===== config.mk =====
export PLATFORM = sky130hd
export DESIGN_NAME = timer_bank
export DESIGN_NICKNAME = d
export VERILOG_FILES = /design/src/rtl/timer_pkg.sv /design/src/rtl/timer_channel.sv /design/src/rtl/timer_bank.sv
export SDC_FILE = /design/constraint.sdc
export NUM_CORES = 1
export LEC_CHECK = 0
export BUFFER_PORTS_ARGS = -buffer_cell sky130_fd_sc_hd__buf_4
export CAP_MARGIN = 40
export CORE_UTILIZATION = 25
export CTS_CLUSTER_SIZE = 8
export DETAILED_ROUTE_END_ITERATION = 12
export GPL_TIMING_DRIVEN = 0
export SETUP_SLACK_MARGIN = 0.3
export SLEW_MARGIN = 20
export SYNTH_ARGS = -nofsm -noshare
export SYNTH_HDL_FRONTEND = slang
export SYNTH_HIERARCHICAL = 1
export SYNTH_SLANG_ARGS = --single-unit
export TNS_END_PERCENT = 100

===== constraint.sdc =====
create_clock -name clock -period 2.6 [get_ports clock]
set_clock_uncertainty 0.05 [all_clocks]
set_input_delay 0.26 -clock clock [delete_from_list [all_inputs] [get_ports clock]]
set_output_delay 0.26 -clock clock [all_outputs]
set_load 0.005 [all_outputs]

===== src/rtl/timer_pkg.sv =====
// rtl/timer_pkg.sv - shared mode constants and channel state encoding for the timer bank
package timer_pkg;

  localparam logic [1:0] TIMER_ALARM   = 2'd0;
  localparam logic [1:0] TIMER_TIMEOUT = 2'd1;
  localparam logic [1:0] TIMER_PULSE   = 2'd2;
  localparam logic [1:0] TIMER_STROBE  = 2'd3;

  // DONE is only reached by TIMEOUT channels, which park there with fire held.
  typedef enum logic [1:0] {
    ST_IDLE = 2'd0,
    ST_RUN  = 2'd1,
    ST_DONE = 2'd2
  } timer_state_e;

endpackage


===== src/rtl/timer_channel.sv =====
// rtl/timer_channel.sv - one timer channel: state, down-counter, stored reload value, registered fire/busy
module timer_channel
  import timer_pkg::*;
#(
  parameter int W = 8
) (
  input  logic         clock,
  input  logic         reset,
  input  logic         tick,
  input  logic         load,
  input  logic [1:0]   mode,
  input  logic [W-1:0] value,
  output logic         fire,
  output logic         busy
);

  timer_state_e state_q, state_d;
  logic [W-1:0] cnt_q, cnt_d;
  logic [W-1:0] val_q, val_d;
  logic [1:0]   mode_q, mode_d;
  logic         fire_q, fire_d;
  logic         busy_q, busy_d;
  logic         expire;

  assign expire = (state_q == ST_RUN) && tick && (cnt_q == W'(1));

  always_ff @(posedge clock) begin
    if (!reset) begin
      state_q <= ST_IDLE;
      cnt_q   <= '0;
      val_q   <= '0;
      mode_q  <= TIMER_ALARM;
      fire_q  <= 1'b0;
      busy_q  <= 1'b0;
    end else begin
      state_q <= state_d;
      cnt_q   <= cnt_d;
      val_q   <= val_d;
      mode_q  <= mode_d;
      fire_q  <= fire_d;
      busy_q  <= busy_d;
    end
  end

  // A load takes priority over any tick or expiry arriving on the same clock.
  always_comb begin
    state_d = state_q;
    cnt_d   = cnt_q;
    val_d   = val_q;
    mode_d  = mode_q;
    if (load) begin
      if (value != '0) begin
        state_d = ST_RUN;
        cnt_d   = value;
        val_d   = value;
        mode_d  = mode;
      end else begin
        state_d = ST_IDLE;
      end
    end else if ((state_q == ST_RUN) && tick) begin
      if (cnt_q == W'(1)) begin
        case (mode_q)
          TIMER_TIMEOUT: state_d = ST_DONE;
          TIMER_STROBE:  cnt_d   = val_q;
          default:       state_d = ST_IDLE;
        endcase
      end else begin
        cnt_d = cnt_q - W'(1);
      end
    end
  end

  always_comb begin
    fire_d = (state_q == ST_DONE) || ((state_q == ST_RUN) && (mode_q == TIMER_PULSE));
    if (load) begin
      fire_d = (value != '0) && (mode == TIMER_PULSE);
    end else if (expire) begin
      fire_d = (mode_q != TIMER_PULSE);
    end
    busy_d = (state_d == ST_RUN);
  end

  assign fire = fire_q;
  assign busy = busy_q;

endmodule


===== src/rtl/timer_bank.sv =====
// rtl/timer_bank.sv - N-channel timer bank with a shared prescaler and per-channel load decode
module timer_bank
  import timer_pkg::*;
#(
  parameter  int W  = 8,
  parameter  int N  = 4,
  localparam int SW = (N > 1) ? $clog2(N) : 1
) (
  input  logic          clock,
  input  logic          reset,
  input  logic [W-1:0]  prescale,
  input  logic [SW-1:0] sel,
  input  logic [1:0]    mode,
  input  logic [W-1:0]  value,
  input  logic          put,
  output logic [N-1:0]  fire,
  output logic [N-1:0]  busy
);

  logic [W-1:0] pcnt_q, pcnt_d;
  logic         tick;

  // >= rather than == so lowering prescale below the running count ticks at once.
  assign tick   = (pcnt_q >= prescale);
  assign pcnt_d = tick ? '0 : pcnt_q + W'(1);

  always_ff @(posedge clock) begin
    if (!reset) begin
      pcnt_q <= '0;
    end else begin
      pcnt_q <= pcnt_d;
    end
  end

  for (genvar i = 0; i < N; i++) begin : g_ch
    logic load;
    assign load = put && (sel == SW'(i));

    timer_channel #(.W(W)) u_ch (
      .clock (clock),
      .reset (reset),
      .tick  (tick),
      .load  (load),
      .mode  (mode),
      .value (value),
      .fire  (fire[i]),
      .busy  (busy[i])
    );
  end

endmodule

* Word level (Yosys, flattened, before mapping)
Cells that the tools add are included.
** Cells by class
- Add/subtract/negate cells :: 5
- Order comparisons :: 1
- Eq/ne operators :: 44
- Multiplexer cells :: 42
- Bitwise gates (word level) :: 1
- Reductions and logical operators :: 36
** Operators with widths (number)
- $mux 8 :: 17
- $eq 8x1->1 const B :: 4
- $sub 8x1->8 const B :: 4
- $eq 2x2->1 const B :: 15
- $eq 2x1->1 const B :: 13
- $mux 2 :: 12
- $logic_and 1x1->1 :: 17
- $pmux 2 s2 :: 4
- $ne 3x3->1 const B :: 4
- $reduce_and 3->1 :: 4
- $mux 1 :: 9
- $add 8x1->8 const B :: 1
- $ge 8x8->1 :: 1
- $ne 2x1->1 const B :: 4
- $ne 2x2->1 const B :: 4
- $reduce_and 2->1 :: 4
- $reduce_bool 2->1 :: 4
- $reduce_bool 8->1 :: 1
- $logic_or 1x1->1 :: 4
- $logic_not 2->1 :: 1
- $reduce_or 2->1 :: 1
- $not 1->1 :: 1
** Storage, ports and cells
- Bits in registers :: 96
- Output and inout bits :: 8
- Word-level logic and storage cells :: 154

* Depth between registers and ports, before layout
Gate-level depths: netlist (run 1).
- Depth in word-level cells :: 6
- Mapped depth :: 11
- Mapped depth without buffers :: 10

* Cells and area by module
Netlist (run 1), hierarchy kept.
** Modules (own cells, without submodules)
- timer_channel at g_ch[1].u_ch ... :: instances 2, cells each 148, area each 1266.2 um^2, seq. area each 440.4 um^2
- timer_channel at g_ch[3].u_ch :: instances 1, cells each 150, area each 1270.0 um^2, seq. area each 440.4 um^2
- timer_channel at g_ch[0].u_ch :: instances 1, cells each 151, area each 1218.7 um^2, seq. area each 440.4 um^2
- timer_bank :: instances 1, cells each 63, area each 559.3 um^2, seq. area each 160.2 um^2

* Worst setup path before layout (run 1)
OpenSTA, ideal clock, no wires.
- Path kind :: register to register
- Start point :: reg pcnt_q[0]
- End point :: reg g_ch[1].u_ch.cnt_q[1]
- Library setup time :: 0.091 ns
- Arrival time :: 2.642 ns
- Path slack :: -0.183 ns
- Cell stages (with the launch flop) :: 10
- Path buffers :: 0
- Clock period less this slack :: 2.783 ns
- Path through :: dfxtp_1 inv_1 ha_1 nand2b_1 a21oi_4 o31ai_1 nand4bb_1 a41oi_1 nor3_1 a311oi_1
** On the way
- Longest elaborated chain between the ends :: 4
** RTL lines
- from (decl) :: RTL line timer_bank.sv:20 : logic [W-1:0] pcnt_q, pcnt_d;
- from (signal assigned) :: RTL line timer_bank.sv:31 : pcnt_q <= pcnt_d;
- $ge 8x8->1 :: RTL line timer_bank.sv:24 : assign tick = (pcnt_q >= prescale);
- named net tick :: RTL line timer_bank.sv:21 : logic tick;
- $logic_and 1x1->1 :: RTL line timer_channel.sv:60 : end else if ((state_q == ST_RUN) && tick) begin
- $reduce_bool 2->1 (no source line)
- $reduce_and 3->1 (no source line)
- to (signal assigned) :: RTL line timer_channel.sv:37 : cnt_q <= cnt_d;
- to (decl) :: RTL line timer_channel.sv:18 : logic [W-1:0] cnt_q, cnt_d;
The timed path passes the listed nets, and every way through them passes these cells.
A chain may end at the register's enable or synchronous reset.

* Worst setup path in the final report (run 1)
- Start point :: reg pcnt_q[1]
- End point :: reg g_ch[3].u_ch.fire_q
** On the way
- Longest elaborated chain between the ends :: 5
** RTL lines
- $ge 8x8->1 :: RTL line timer_bank.sv:24
- named net tick :: RTL line timer_bank.sv:21
- $logic_and 1x1->1 (2 in a row) :: RTL line timer_channel.sv:25 : assign expire = (state_q == ST_RUN) && tick && (cnt_q == W'(1));
- $mux 1 :: RTL line timer_channel.sv:77 : end else if (expire) begin
- $mux 1 :: RTL line timer_channel.sv:75 : if (load) begin
- to (signal assigned) :: RTL line timer_channel.sv:40 : fire_q <= fire_d;
- to (decl) :: RTL line timer_channel.sv:21 : logic fire_q, fire_d;
The timed path passes the listed nets, and every way through them passes these cells.

==> results of run 1 <==
[layer usage]
layer | part of all wire (%) | global-route usage (%) | vias up | routed length [um]
met3 | 6.9 | 3.49 | 22 | 1170
met5 | 0 | 0 | - | 0
met4 | 1.8 | 5.00 | 0 | 308
li1 | - | - | 2620 | -
met2 | 46 | 23.8 | 162 | 7750
met1 | 46 | 20.4 | 2548 | 7720
[state kept, by name, summed over array words and instances, names as in the netlist]
name / count
g_ch.u_ch/busy: 4
g_ch.u_ch/cnt_q: 32
g_ch.u_ch/fire: 4
g_ch.u_ch/mode_q: 8
g_ch.u_ch/state_q: 8
g_ch.u_ch/val_q: 32
pcnt_q: 8
[worst paths after layout]
kind                                            from  depth (start not counted)  slack, ns                             endpoint
worst max register to register  pcnt_q[1]$_SDFF_PP0_                          9       0.01         g_ch[3].u_ch/fire$_SDFF_PN0_
worst min-delay path                         mode[0]                          3       0.16  g_ch[1].u_ch/mode_q[0]$_SDFFE_PN0P_
worst min register to register  pcnt_q[0]$_SDFF_PP0_                          1       0.39                 pcnt_q[0]$_SDFF_PP0_
worst max-delay path            pcnt_q[1]$_SDFF_PP0_                          9       0.01         g_ch[3].u_ch/fire$_SDFF_PN0_
[cells by family (layout without fill, tap and decap cells)]
kind of cell / Yosys count / after routing
adders and majority gates: 17 / 17
xor gates and xnor gates: 16 / 16
and+or+nand+nor: 251 / 251
muxes: 4 / 4
DFF: 96 / 96
buffers and inverters: 76 / 154
AOI/OAI and AO/OA: 200 / 201
[repair_timing]
item,4_1_cts,5_1_grt
pin swaps,40,16
endpoints found under the setup margin,48,46
buffers inserted,22,6
cloned,2,0
gates resized for setup,78,22
endpoints found under the hold margin,0,0
[layout make-up]
type                       instances  area, um2
sequential                        96       1930
clock inverter                     6       51.3
fill                            2239      14600
inverter                          41        154
timing repair buffer              62        519
multi-input combinational        489       3740
clock buffer                      10        229
buffer                            35        248
tap                              280        350
[cells in the final DEF, fill, tap and decap left out, types with 13 or more instances in the layout]
cell type  netlist  layout
nand2_1         83      83
inv_1           40      39
a21oi_1         53      48
a211o_1         13      13
clkbuf_1        15      16
buf_6            5      18
buf_4            4      49
nor3_1          32      17
dfxtp_1         96      91
nor3_2           3      13
nor2_1          37      35
a311oi_1        23      17
o21ai_0         18      15
[power breakdown]
group / total, mW / leakage, nW / switching (mW) / internal, mW
sequential: 1.59 / 0.785 / 0.0638 / 1.53
combinational: 0.780 / 1.70 / 0.429 / 0.351
clock: 1.29 / 0.128 / 0.627 / 0.663
total: 3.66 / 2.61 / 1.12 / 2.54
[critical path: stages, from the launching register on]
cell and delay [ns]:
dfxtp_2 0.34, ha_4 0.15, or4_4 0.54, a21oi_4 0.17, o31ai_4 0.14, buf_4 0.18
buf_6 0.12, a311o_1 0.26, a211o_1 0.27, a221oi_2 0.26
[stage by stage]
step	cell area, um2	setup TNS [ns]	hold WS (ns)	std cells
after floorplan	5610	0	0.332	660
after global placement	6190	-3.77	0.388	970
after detailed placement	6190	-4.32	0.393	970
after CTS	7050	0	0.145	1010
after global routing	7220	-0.0168	0.156	1019
final	7220	0	0.158	1019
==> results.yml, run 1 <==
placement:
  place.gp.congestion: 0.891
  port_buffers: 30
  place_ws_ns: -0.224
  post-dp-hpwl_um: 10500
sta:
  relSlewSlack_pct: 46.3
  post-route-period-util_pct: 99.6
  tightest_slew_ns: 0.803
  setup_violations: 0
  rsz0062_at_grt: "yes"
  slew_viol_final: 0
  fin_crit_ns: 2.59
  fmax_mhz: 386
  hold_violations: 0
  worst_slack_ns: 0.0114
detailed_routing:
  drt-total-wl_um: 17000
  wire_per_inst_um: 16.6
  dr_total_vias: 5352
  drt_iter0_markers: 331
  drc: 0
  viasPerCell: 5.25
  firstDrtPassIters: 5
  postRouteAntennaNets: 0
power:
  p_per_area_nw_per_um2: 507
  total_power_mw: 3.66
  leakagePower_nw: 2.61
  vdd.ir_drop.worst_mv: 0.271
setup_path:
  critPathMaxFanout: 5
  cp-start-kind: "register"
  worstPathRequired_ns: 2.80
  end_kind: "register"
  setup.worst_path.class: "reg -> reg"
  worstPathArrival_ns: 2.79
layout:
  diodes: 0
  drive_gt1_share_pct: 26.0
  num-nets-final: 774
  syn_to_final_growth_pct: 29.4
  fin_util_pct: 33.1
clocking:
  clock_path_buffers: 2
  clk_root_buffer_cell: "clkbuf_16"
  cts_hold_buf: 0
  clkLatencyLatePin_ns: 0.35
  tritoncts: "done"
  cts_made_buffers: 9
  path_clk_slew_ns: 0.07
  cts_max_level: 3
  clock-sinks: 96
grt:
  grt_usage_pct: 15.2
  grt_overflow_total: 0
  grt_pass1_vias: 5029
  antenna_found_initial: 0
  grt_max_degree: 18
  grt_pass1_wl_um: 26900
synthesis:
  synth_nets: 700
  yosysTopAreaCell: "dfxtp_1"
  yosys_warnings: 6
  synth_top_cells_by_count: "96 x dfxtp_1, 83 x nand2_1, 53 x a21oi_1"
  synthAdderAreaFrac_pct: 3.81
  yosysMostFrequentCell: "dfxtp_1"
  synth_top_cell_area_share_pct: 34.4
  synth_area_um2: 5580
  yosys.area_share.simple_pct: 24.8
  yosys_most_used_dff: "dfxtp_1"
  synth-seq-area-share_pct: 34.4
  async_flop_share_pct: 0
  synth_seq_cells: 96
  synth_area_leaders: "dfxtp_1 34%, nand2_1 5.6%, a21oi_1 4.8%, ha_1 3.8%, a311oi_1 3.6%"
  synth_enable_flop_cells: 0
  yosysUniqueCellTypes: 78
  synth_compound_area_share_pct: 26.4
  synth_area_per_cell_um2: 8.46
  muxShareOfSynthArea_pct: 0.807
  synth_top_family_by_area: "compound AO/OA/AOI/OAI gates"
  synth-xor-area-share_pct: 2.51
  syn_inst: 660
floorplanning:
  core-area_um2: 21800
  initial_core_util_pct: 25.6
  die_h_um: 151
  rows: 54
  fp.dieArea_um2: 22900
  io_pins: 31
  die_width_um: 151
job:
  maxCapViolCount: 0
outcome:
  status: "finished clean"
hold_path:
  hold_class: "in -> reg"
(Power assumes the default switching activity.)
==> run 2, diff against run 1 <==
BUFFER_PORTS_ARGS = not set   (was -buffer_cell sky130_fd_sc_hd__buf_4)
DONT_BUFFER_PORTS = 1   (was not set)
HOLD_SLACK_MARGIN = 0.08   (was not set)
SETUP_SLACK_MARGIN = 0.02   (was 0.3)
==> run 2 against run 1 <==
  * Power up 2.7%
  * Final area down 7.4%
  * Routed wire length down 1.2%
  * Register-to-register slack better by 0.08 ns
  * Critical endpoint unchanged
  * Highest routed layer unchanged
==> results.yml, run 2 (synthesized netlist as in run 1, its figures left out) <==
power:
  clkPwrFrac_pct: 40.1
  p_per_area_nw_per_um2: 563
  comb_power_share_pct: 17.5
  vdd.ir_drop.worst_mv: 0.278
  p_seq_share_pct: 42.3
  leakagePower_nw: 2.38
  switching_share_pct: 26.6
  total_power_mw: 3.76
  netSwitchingPower_mw: 1.00
  p_int_mw: 2.76
hold_path:
  hold_path_depth: 2
  worstHoldEndpoint: "g_ch[1].u_ch/cnt_q[0]$_SDFFE_PN0P_"
  hold_class: "in -> reg"
  hp-start: "value[0]"
floorplanning:
  rows: 54
  die_h_um: 151
  fp.dieArea_um2: 22900
  initial_core_util_pct: 25.6
  die_width_um: 151
  io_pins: 31
  core-area_um2: 21800
detailed_routing:
  dr_total_vias: 5171
  met1Wirelength_um: 8010
  top_layer: "met4"
  postRouteAntennaNets: 0
  routed-wl-met3_um: 1230
  viasPerCell: 5.29
  firstDrtPassIters: 5
  wire_per_inst_um: 17.1
  wl_met2_um: 7050
  drc: 0
  drt_iter0_markers: 534
  drt-total-wl_um: 16800
clocking:
  cts_made_buffers: 9
  clkLatencyLatePin_ns: 0.35
  clk_root_buffer_cell: "clkbuf_16"
  cts_max_level: 3
  clock-sinks: 96
  tritoncts: "done"
  clock_path_buffers: 2
  path_clk_slew_ns: 0.07
sta:
  fmax_mhz: 398
  post-route-period-util_pct: 96.7
  setup_violations: 0
  hold_violations: 0
  slew_viol_final: 0
  fin_crit_ns: 2.51
  tightest_slew_ns: 1.00
  relSlewSlack_pct: 32.9
grt:
  grt_usage_pct: 15.1
  grt_overflow_total: 0
  antenna_found_initial: 0
  grt_pass1_vias: 4878
  grt_max_degree: 15
  grt_pass1_wl_um: 26500
layout:
  syn_to_final_growth_pct: 19.8
  final_cell_mix: "92 x dfxtp_1, 83 x nand2_1, 51 x a21oi_1"
  drive_gt1_share_pct: 13.8
  num-nets-final: 733
  mostFrequentLayoutCell: "dfxtp_1"
  diodes: 0
  fin_util_pct: 30.6
  largestRegisters: "g_ch.u_ch/cnt_q x32, g_ch.u_ch/val_q x32"
job:
  maxCapViolCount: 0
setup_path:
  cp-start-kind: "register"
  worstPathArrival_ns: 2.71
  rr_startpoint: "pcnt_q[2]$_SDFF_PP0_"
  critPathMaxFanout: 6
  slowest_delay_ns: 0.52
  end_kind: "register"
  reg2reg_depth: 8
  r2r-end: "g_ch[3].u_ch/fire$_SDFF_PN0_"
  cp-startpoint: "pcnt_q[2]$_SDFF_PP0_"
  r2r_slack_ns: 0.09
  cp_cell_sequence: "ha_1 > or4_4 > a21oi_4 > o31ai_4 > buf_2 > a311o_1 > a211o_1 > a221oi_2"
  setup.worst_path.class: "reg -> reg"
  cp_slowest_cell: "or4_4"
  worstPathRequired_ns: 2.80
placement:
  port_buffers: 0
  place.gp.congestion: 0.796
  post-dp-hpwl_um: 10600
outcome:
  status: "finished clean"
## run 2: cell count changes in the layout (fill, tap and decap cells not counted), sizes merged
cell / before / now
bufinv: 0 / 2
dlygate4sd3: 0 / 11
clkinvlp: 3 / 0
o31ai: 3 / 2
buf: 75 / 25
clkbuf: 30 / 32
inv: 43 / 40
## run 2: cell type report
| class | instances | area [um2] |
|---|---|---|
| inverters | 41 | 154 |
| fillers | 2293 | 15100 |
| flip-flops and latches | 96 | 1930 |
| well taps | 280 | 350 |
| repair buffers | 22 | 214 |
| clock buffers | 13 | 280 |
| plain buffers | 35 | 248 |
| clock inverters | 2 | 60.1 |
| multi-input cells | 488 | 3450 |
## run 2: metrics by stage
step / hold WS, ns / setup slack [ns] / cell area [um2] / std cells / TNS (ns)
after floorplan: 0.332 / 0.0943 / 5590 / 660 / 0
after global placement: 0.336 / -0.778 / 5940 / 940 / -23.03
after detailed placement: 0.343 / -0.387 / 5940 / 941 / -6.25
after CTS: 0.0867 / 0.0439 / 6450 / 968 / 0
after global routing: 0.102 / -0.0177 / 6680 / 977 / -0.0201
final: 0.101 / 0.0867 / 6680 / 977 / 0
## run 2: worst max-delay path, delay by kind of cell (launching register included)
kind | cells | cell delay (ns)
compound gates | 5 | 1.10
simple gates | 1 | 0.52
flops | 1 | 0.34
buf+inv | 1 | 0.21
fa+ha+maj | 1 | 0.19
## run 2: repair_timing
item / 4_1_cts / 5_1_grt
setup buffers: 1 / 7
endpoints found under the hold margin: 76 / 0
hold buffers: 11 / 0
pin swaps: 1 / 16
endpoints found under the setup margin: 38 / 38
gates cloned: 0 / 2
resized for setup: 7 / 33
## run 2: worst max-delay path by stage
stage / end / slack [ns] / cells past startpoint
2_1_floorplan: g_ch[1].u_ch/cnt_q[1]$_SDFFE_PN0P_ / 0.09 / 8
4_1_cts: g_ch[3].u_ch/cnt_q[6]$_SDFFE_PN0P_ / 0.04 / 9
3_3_place_gp: g_ch[1].u_ch/cnt_q[2]$_SDFFE_PN0P_ / -0.78 / 8
5_1_grt: g_ch[3].u_ch/fire$_SDFF_PN0_ / -0.02 / 8
6_report: g_ch[3].u_ch/fire$_SDFF_PN0_ / 0.09 / 8
3_5_place_dp: g_ch[2].u_ch/cnt_q[7]$_SDFFE_PN0P_ / -0.39 / 9
## run 2: layer usage
metal | GRT usage [%] | up-vias
met4 | 5.50 | 0
met1 | 20.8 | 2456
met3 | 4.22 | 27
met5 | 0 | -
li1 | - | 2539
met2 | 22.0 | 149
## run 2: power groups by stage
stage | combinational (mW) | clock (mW) | sequential, mW
CTS | 0.633 | 1.55 | 1.59
global route | 0.732 | 1.61 | 1.60
finish | 0.660 | 1.51 | 1.59
detailed placement | 0.585 | 0 | 1.63
floorplan | 0.483 | 0 | 1.61
global placement | 0.581 | 0 | 1.63
